`config.mk`:
```
export PLATFORM = sky130hd
export DESIGN_NAME = shift_normalizer_flat
export DESIGN_NICKNAME = d
export VERILOG_FILES = /design/src/rtl/shift_normalizer_if.sv /design/src/rtl/shift_normalizer.sv /design/src/flat_wrapper.sv
export SDC_FILE = /design/constraint.sdc
export NUM_CORES = 1
export LEC_CHECK = 0
export CORE_MARGIN = 4
export CORE_UTILIZATION = 39
export CTS_BUF_LIST = sky130_fd_sc_hd__clkbuf_8
export DETAILED_ROUTE_END_ITERATION = 6
export GPL_TIMING_DRIVEN = 0
export PLACE_DENSITY_LB_ADDON = 0.15
export REMOVE_ABC_BUFFERS = 1
export SYNTH_ARGS = -nofsm -noshare
export SYNTH_HDL_FRONTEND = slang
export SYNTH_SLANG_ARGS = --single-unit
export TNS_END_PERCENT = 20
```
`constraint.sdc`:
```
create_clock -name clk -period 2.1 [get_ports clk]
set_clock_uncertainty 0.15 [all_clocks]
set_input_delay 0.315 -clock clk [delete_from_list [all_inputs] [get_ports clk]]
set_output_delay 0.315 -clock clk [all_outputs]
set_load 0.01 [all_outputs]
```
`src/rtl/shift_normalizer_if.sv`:
```
// Handshake bundle between a producer of operands and the shift_normalizer.
// The master side offers operands and consumes results; the slave side is
// the normalizer itself.
interface shift_normalizer_if #(
    parameter int DATA_WIDTH = 32,
    parameter int CNT_WIDTH  = 5
);
    logic                  in_valid;
    logic                  in_ready;
    logic [DATA_WIDTH-1:0] in_data;
    logic                  in_signed;

    logic                  out_valid;
    logic                  out_ready;
    logic [DATA_WIDTH-1:0] out_data;
    logic [CNT_WIDTH-1:0]  out_count;
    logic                  out_zero;

    modport master (
        output in_valid, in_data, in_signed, out_ready,
        input  in_ready, out_valid, out_data, out_count, out_zero
    );

    modport slave (
        input  in_valid, in_data, in_signed, out_ready,
        output in_ready, out_valid, out_data, out_count, out_zero
    );
endinterface

```
`src/rtl/shift_normalizer.sv`:
```
// Multi-cycle normalizer: shifts an operand left one bit per cycle until it is
// normalized (unsigned: MSB set; signed: top two bits differ) and reports the
// normalized value together with the number of shifts applied.
module shift_normalizer #(
    parameter int DATA_WIDTH = 32,
    parameter int CNT_WIDTH  = 5
) (
    input  logic               clk,
    input  logic               rst,
    shift_normalizer_if.slave  bus
);

    typedef enum logic [1:0] {
        IDLE  = 2'd0,
        SHIFT = 2'd1,
        DONE  = 2'd2
    } state_t;

    state_t                state;
    state_t                state_nxt;

    logic [DATA_WIDTH-1:0] work;
    logic [CNT_WIDTH-1:0]  cnt;
    logic                  sgn;
    logic                  stop;
    logic                  accept;
    logic                  release_res;

    logic [DATA_WIDTH-1:0] res_data;
    logic [CNT_WIDTH-1:0]  res_count;
    logic                  res_zero;

    assign accept      = bus.in_valid  && bus.in_ready;
    assign release_res = bus.out_valid && bus.out_ready;

    // Normalization reached: MSB set (unsigned) or sign bit differs from the next bit (signed).
    always_comb begin
        stop = work[DATA_WIDTH-1];
        if (sgn) begin
            stop = work[DATA_WIDTH-1] ^ work[DATA_WIDTH-2];
        end
    end

    // State register.
    always_ff @(posedge clk) begin
        // NOTE: sequential state uses non-blocking assignments so every flop
        // samples pre-edge values regardless of block evaluation order.
        if (rst) begin
            state <= IDLE;
        end else begin
            state <= state_nxt;
        end
    end

    // Next-state logic.
    always_comb begin
        // NOTE: defaulting the next state up front keeps this block free of
        // inferred latches on paths that do not change state.
        state_nxt = state;
        case (state)
            IDLE: begin
                if (accept) begin
                    state_nxt = (bus.in_data == '0) ? DONE : SHIFT;
                end
            end
            SHIFT: begin
                if (stop) begin
                    state_nxt = DONE;
                end
            end
            DONE: begin
                if (release_res) begin
                    state_nxt = IDLE;
                end
            end
            default: state_nxt = IDLE;
        endcase
    end

    // Handshake outputs decoded purely from the current state.
    always_comb begin
        bus.in_ready  = (state == IDLE);
        bus.out_valid = (state == DONE);
    end

    // Working register, shift counter and result registers.
    always_ff @(posedge clk) begin
        if (rst) begin
            work      <= '0;
            cnt       <= '0;
            sgn       <= 1'b0;
            res_data  <= '0;
            res_count <= '0;
            res_zero  <= 1'b0;
        end else begin
            case (state)
                IDLE: begin
                    if (accept) begin
                        work <= bus.in_data;
                        sgn  <= bus.in_signed;
                        cnt  <= '0;
                        if (bus.in_data == '0) begin
                            res_data  <= '0;
                            res_count <= '0;
                            res_zero  <= 1'b1;
                        end
                    end
                end
                SHIFT: begin
                    // A nonzero operand always stops by count W-1, so the counter cannot wrap.
                    if (stop) begin
                        res_data  <= work;
                        res_count <= cnt;
                        res_zero  <= 1'b0;
                    end else begin
                        work <= work << 1;
                        cnt  <= cnt + 1'b1;
                    end
                end
                default: ;
            endcase
        end
    end

    assign bus.out_data  = res_data;
    assign bus.out_count = res_count;
    assign bus.out_zero  = res_zero;

endmodule
```
`src/flat_wrapper.sv`:
```
// flat-port wrapper written by rule: the top's interface ports become plain ports
module shift_normalizer_flat 
#(
    parameter int DATA_WIDTH = 32,
    parameter int CNT_WIDTH  = 5
)
  (clk, rst, bus_in_valid, bus_in_data, bus_in_signed, bus_out_ready, bus_in_ready, bus_out_valid, bus_out_data, bus_out_count, bus_out_zero);
  shift_normalizer_if #(.DATA_WIDTH(DATA_WIDTH), .CNT_WIDTH(CNT_WIDTH)) bus_i ();
  input  logic clk;
  input  logic rst;
  input wire logic [$bits(bus_i.in_valid)-1:0] bus_in_valid;
  input wire logic [$bits(bus_i.in_data)-1:0] bus_in_data;
  input wire logic [$bits(bus_i.in_signed)-1:0] bus_in_signed;
  input wire logic [$bits(bus_i.out_ready)-1:0] bus_out_ready;
  output wire logic [$bits(bus_i.in_ready)-1:0] bus_in_ready;
  output wire logic [$bits(bus_i.out_valid)-1:0] bus_out_valid;
  output wire logic [$bits(bus_i.out_data)-1:0] bus_out_data;
  output wire logic [$bits(bus_i.out_count)-1:0] bus_out_count;
  output wire logic [$bits(bus_i.out_zero)-1:0] bus_out_zero;
  assign bus_i.in_valid = bus_in_valid;
  assign bus_i.in_data = bus_in_data;
  assign bus_i.in_signed = bus_in_signed;
  assign bus_i.out_ready = bus_out_ready;
  assign bus_in_ready = bus_i.in_ready;
  assign bus_out_valid = bus_i.out_valid;
  assign bus_out_data = bus_i.out_data;
  assign bus_out_count = bus_i.out_count;
  assign bus_out_zero = bus_i.out_zero;
  shift_normalizer #(.DATA_WIDTH(DATA_WIDTH), .CNT_WIDTH(CNT_WIDTH)) u_core (.clk(clk), .rst(rst), .bus(bus_i));
endmodule
```
# Yosys cells after proc, flatten, opt, wreduce, memory -nomap -nowiden
# Index checks and enable logic that the tools add are counted.
[totals]
ff_bits = 78
in_bits = 37
output_inout_bits = 40
elab_cells = 49
[op_classes]
n_addsub = 1
eq_ne = 7
n_mux = 24
bitwise = 1
n_reduce_logical = 9
[ops]
columns = ["op", "n"]
rows = [
  ["32-bit two-way mux", 5],
  ["32-bit case mux with 2 select lines", 2],
  ["32-bit logical NOT", 1],
  ["5-bit two-way mux", 5],
  ["5-bit case mux with 2 select lines", 2],
  ["2-bit two-way mux", 4],
  ["2-bit inequality test, second input constant", 4],
  ["2-bit case mux with 3 select lines", 1],
  ["3-bit AND reduction", 2],
  ["5-bit by 1-bit adder with 5-bit output, second input constant", 1],
  ["1-bit two-way mux", 4],
  ["4-bit AND reduction", 1],
  ["2-bit by 1-bit == test with 1-bit output, second input constant", 1],
  ["2-bit == test, second input constant", 1],
  ["1-bit logical AND", 2],
  ["2-bit logical NOT", 1],
  ["2-bit by 1-bit inequality test with 1-bit output, second input constant", 1],
  ["1-bit case mux with 2 select lines", 1],
  ["2-bit AND reduction", 1],
  ["2-bit nonzero test", 1],
  ["1-bit XOR", 1],
]

# Depth between registers and ports, before layout
[logic_depth]
depth_word = 4
mapped_depth = 7
mapped_depth_nobuf = 5

# Worst setup path after synthesis
# Ideal clock, no wire load.
[synth_timing]
path_type = "input to register"
start = "in bus_in_data[13]"
end = "reg u_core.res_count[0], in the netlist u_core.bus.out_count[0]"
setup_ns = 0.117
arrival_time_ns = 1.565
required_ns = 1.833
setup_slack_ns = 0.268
cell_stages = 6
path_buffers = 1
path_cell_list = "nor4_1 -> nand2_1 -> nor4_4 -> a211oi_4 -> buf_6 -> a22o_1"
[synth_between]
elab_chain_cells = 3
[synth_lines]
columns = ["item", "line_no", "rtl"]
rows = [
  ["from (decl)", "flat_wrapper.sv:12", "input wire logic [$bits(bus_i.in_data)-1:0] bus_in_data;"],
  ["32-bit logical NOT", "shift_normalizer.sv:102", "if (bus.in_data == '0) begin"],
  ["2-bit inequality test (no source line)", "-", ""],
  ["4-bit AND reduction (no source line)", "-", ""],
  ["to (signal assigned)", "shift_normalizer.sv:113", "res_count <= cnt;"],
  ["to (decl)", "shift_normalizer.sv:30", "logic [CNT_WIDTH-1:0] res_count;"],
]
# No other way between the ends.
# A chain may end at the register's enable or synchronous reset.

# Worst setup path after layout
[layout_timing]
start = "reg u_core.work[31]"
end = "reg u_core.res_count[0], in the netlist u_core.bus.out_count[0]"
[layout_between]
elab_chain_cells = 4
[layout_lines]
columns = ["item", "line_no", "rtl"]
rows = [
  ["from (decl)", "shift_normalizer.sv:22", "logic [DATA_WIDTH-1:0] work;"],
  ["from (signal assigned)", "shift_normalizer.sv:99", "work <= bus.in_data;"],
  ["from (signal assigned)", "shift_normalizer.sv:116", "work <= work << 1;"],
  ["1-bit XOR", "shift_normalizer.sv:40", "stop = work[DATA_WIDTH-1] ^ work[DATA_WIDTH-2];"],
  ["1-bit two-way mux (*)", "shift_normalizer.sv:39", "if (sgn) begin"],
  ["2-bit by 1-bit inequality test with 1-bit output (no source line) (*)", "-", ""],
  ["4-bit AND reduction (no source line) (*)", "-", ""],
]
# Mark *: on every way between the ends. The rest lies on a longest branch, timed or not.

==> metrics.csv <==
stage,metric,value,unit
status,status,finished with violations,
status,violations,negative setup slack,
worst_setup_path,crit_fanout,7,
cts,clock-sinks,78,
pwr,p_clk_share,33.4,%
global_route,antenna_found_initial,0,
cts,clk_latency,0.34,ns
worst_setup_path,critPathCaptureType,flop,
worst_setup_path,cp_data_arrival_time,2.28,ns
placed_design,place_hpwl,5050,µm
timing,fin_ws,-0.0404,ns
cells_and_area,syn_to_final_growth,42.9,%
hold_path,hold_start,bus_in_data[0],
global_route,grt_pass1_wl,14400,µm
worst_setup_path,crit_start,u_core.work[31],
yosys,yosysWarnings,0,
cts,cts_tree,done,
die,initial_utilization,40.1,%
pwr,p_comb_share,17.6,%
cells_and_area,layout-drive-gt1-share,17.9,%
yosys,syn_avg_cell_area,9.39,µm²
routing,wire_per_inst,17.8,µm
cells_and_area,diodes,0,
routing,routed_wirelength,9250,µm
pwr,net-switching-power,958,µW
cts,cts_made_buffers,9,
hold_path,hp-class,primary input to flop,
worst_setup_path,startpoint_type,flop,
routing,drc,0,
timing,finalSetupViolCount,22,
pwr,swShare,28.0,%
global_route,grt_pass1_vias,2662,
die,dieWidth,97.4,µm
cts,clk_pin_slew,0.08,ns
pwr,internal_power,2460,µW
cells_and_area,fillers,708,
timing,fin_crit_sh,102,%
cells_and_area,layout.nets,453,
timing,worst_slew_pin_slew,0.957,ns
yosys,synth_cells,332,
pwr,p_leak,0.00178,µW
worst_setup_path,criticalPathCategory,flop to flop,
pwr,worst_ir_drop_vdd,309,µV
cells_and_area,fin_cells,520,
cells_and_area,most-common-layout-cells,"dfxtp_1, clkdlybuf4s50_1, nand2_1",
cts,cts_root_buffer,clkbuf_8,
timing,relSlewSlack,36.2,%
global_route,grt_max_degree,44,
yosys,synth_top_area_cell,dfxtp_1,
pwr,p_per_area,767,nW/µm²
pwr,seq_power_share,49.1,%
timing,finalHoldViolations,0,
die,fp.coreArea,7770,µm²
cells_and_area,mostFrequentLayoutCell,dfxtp_1,
yosys,synthDistinctLibCells,36,
routing,num_vias,2857,
timing,slew_violations,0,
placed_design,port_buffers,76,
yosys,yosys-top-cells-area,"dfxtp_1, a22o_1, a211oi_1",
cts,cts_max_path_buffers,2,
global_route,grt_overflow,0,
job,max-cap-violations,0,
routing,ant_nets,0,
yosys,synth-seq-cells,78,
routing,drt_first_pass_iters,4,
worst_setup_path,timing.rr.start,u_core.work[31],
yosys,ys_seq_area_share,50.1,%
routing,first_iter_violations,121,
yosys,syn_area,3120,µm²
routing,detail_route.vias_per_cell,5.49,
timing,rsz0062_at_grt,true,
cts,cts_hold_buffers,0,
global_route,grtUsageTotal,18.8,%
worst_setup_path,cp.required,2.24,ns
cells_and_area,post-route-util,57.3,%
placed_design,place_ws,-0.850,ns
yosys,synthDominantCellAreaShare,50.1,%
die,die-area,9490,µm²
die,io_pins,77,
cts,htreeDepth,3,
placed_design,dp_cells,486,
die,die_h,97.4,µm
timing,fin_crit,2.14,ns
timing,fmax,467,MHz
die,rows,32,
placed_design,place_congestion,0.774,
critical path: stages (launching register included):
cell and delay (ns):
dfxtp_4 0.37, and3b_2 0.25, nor2_4 0.18, a21oi_2 0.10, a211oi_4 0.62, clkbuf_16 0.29, a22o_1 0.12
layout make-up:
cell class              instances  area, µm²  share of cell area (%)
flip-flops and latches         78       1570                    35.3
multi-input cells             230       1520                    34.2
repair buffers                 93       1020                    23.0
clock buffers                  11        151                    3.40
well taps                     102        128                    2.87
clock inverters                 3       45.0                    1.01
inverters                       3       11.3                   0.253
per-layer routing:
metal / track usage (%) / routed length [µm] / up-vias
met5: 0 / 0 / -
li1: - / - / 1364
met4: 6.82 / 162 / 0
met3: 3.59 / 402 / 12
met2: 28.9 / 4310 / 89
met1: 26.3 / 4370 / 1392
final timing paths:
kind	endpoint	slack (ns)	cells after the start
max	u_core.bus.out_count[0]	-0.04	6
min	u_core.work[0]	0.13	3
max reg2reg	u_core.bus.out_count[0]	-0.04	6
min reg2reg	u_core.work[24]	0.32	2
cell usage after synthesis:
library cell and n:
a21oi_1 6, nor4_1 8, xor2_1 3, nand3_1 2, and3b_1 1, nor3_2 1, a211o_2 1, a22o_2 6
nand4_1 2, buf_8 2, nor3_1 1, a22oi_1 2, inv_1 3, and2b_1 1, buf_2 4, nand2b_1 4
a311oi_1 3, a21oi_2 1, nand2b_2 1, nor2_2 6, nor2b_1 2, o21ai_0 31, nor2_1 36, a211oi_4 1
dfxtp_1 78, a211oi_1 27, buf_6 4, buf_12 1, a21boi_1 1, ha_1 1, mux2i_1 1, nand2_1 44
a211oi_2 1, clkbuf_1 14, nor4_4 1, a22o_1 31
power groups by stage:
| stage | sequential, µW | clock (µW) | combinational, µW |
|---|---|---|---|
| floorplan | 1690 | 0 | 280 |
| global placement | 1700 | 0 | 488 |
| detailed placement | 1700 | 0 | 493 |
| CTS | 1670 | 1160 | 539 |
| global route | 1690 | 1220 | 658 |
| finish | 1680 | 1140 | 600 |
through the flow:
stage	cell area, µm²	hold WS [ns]	total power, µW	TNS (ns)
floorplan	2950	0.230	1970	-63.96
global placement	3840	0.305	2190	-184.73
detailed placement	3860	0.306	2200	-55.40
CTS	4200	0.321	3370	-0.0158
global route	4450	0.146	3570	-1.97
finish	4450	0.133	3420	-0.587
timing repair:
action                     in CTS  in global routing
pin swaps                       5                 16
gates resized for setup        10                 40
setup endpoints to repair      70                 72
gates cloned                    3                  4
setup buffers                   7                  6
flip-flops by register name (all words and copies together), names as in the netlist:
signal,cells
u_core.bus.out_count,5
u_core.bus.out_data,32
u_core.bus.out_zero,1
u_core.cnt,5
u_core.sgn,1
u_core.state,2
u_core.work,32
cells by family (layout without fill, tap and decap cells):
group / Yosys count / after routing / share of synthesized area (%)
XOR/XNOR: 3 / 3 / 0.843
AND/OR/NAND/NOR: 110 / 114 / 16.3
adder cells (fa/ha/maj): 1 / 1 / 0.401
flip-flops: 78 / 78 / 50.1
multiplexers: 1 / 1 / 0.321
AO/OA/AOI/OAI: 111 / 111 / 26.3
buffers and inverters: 28 / 110 / 5.74
No activity file was read; power rests on OpenSTA's default activity.
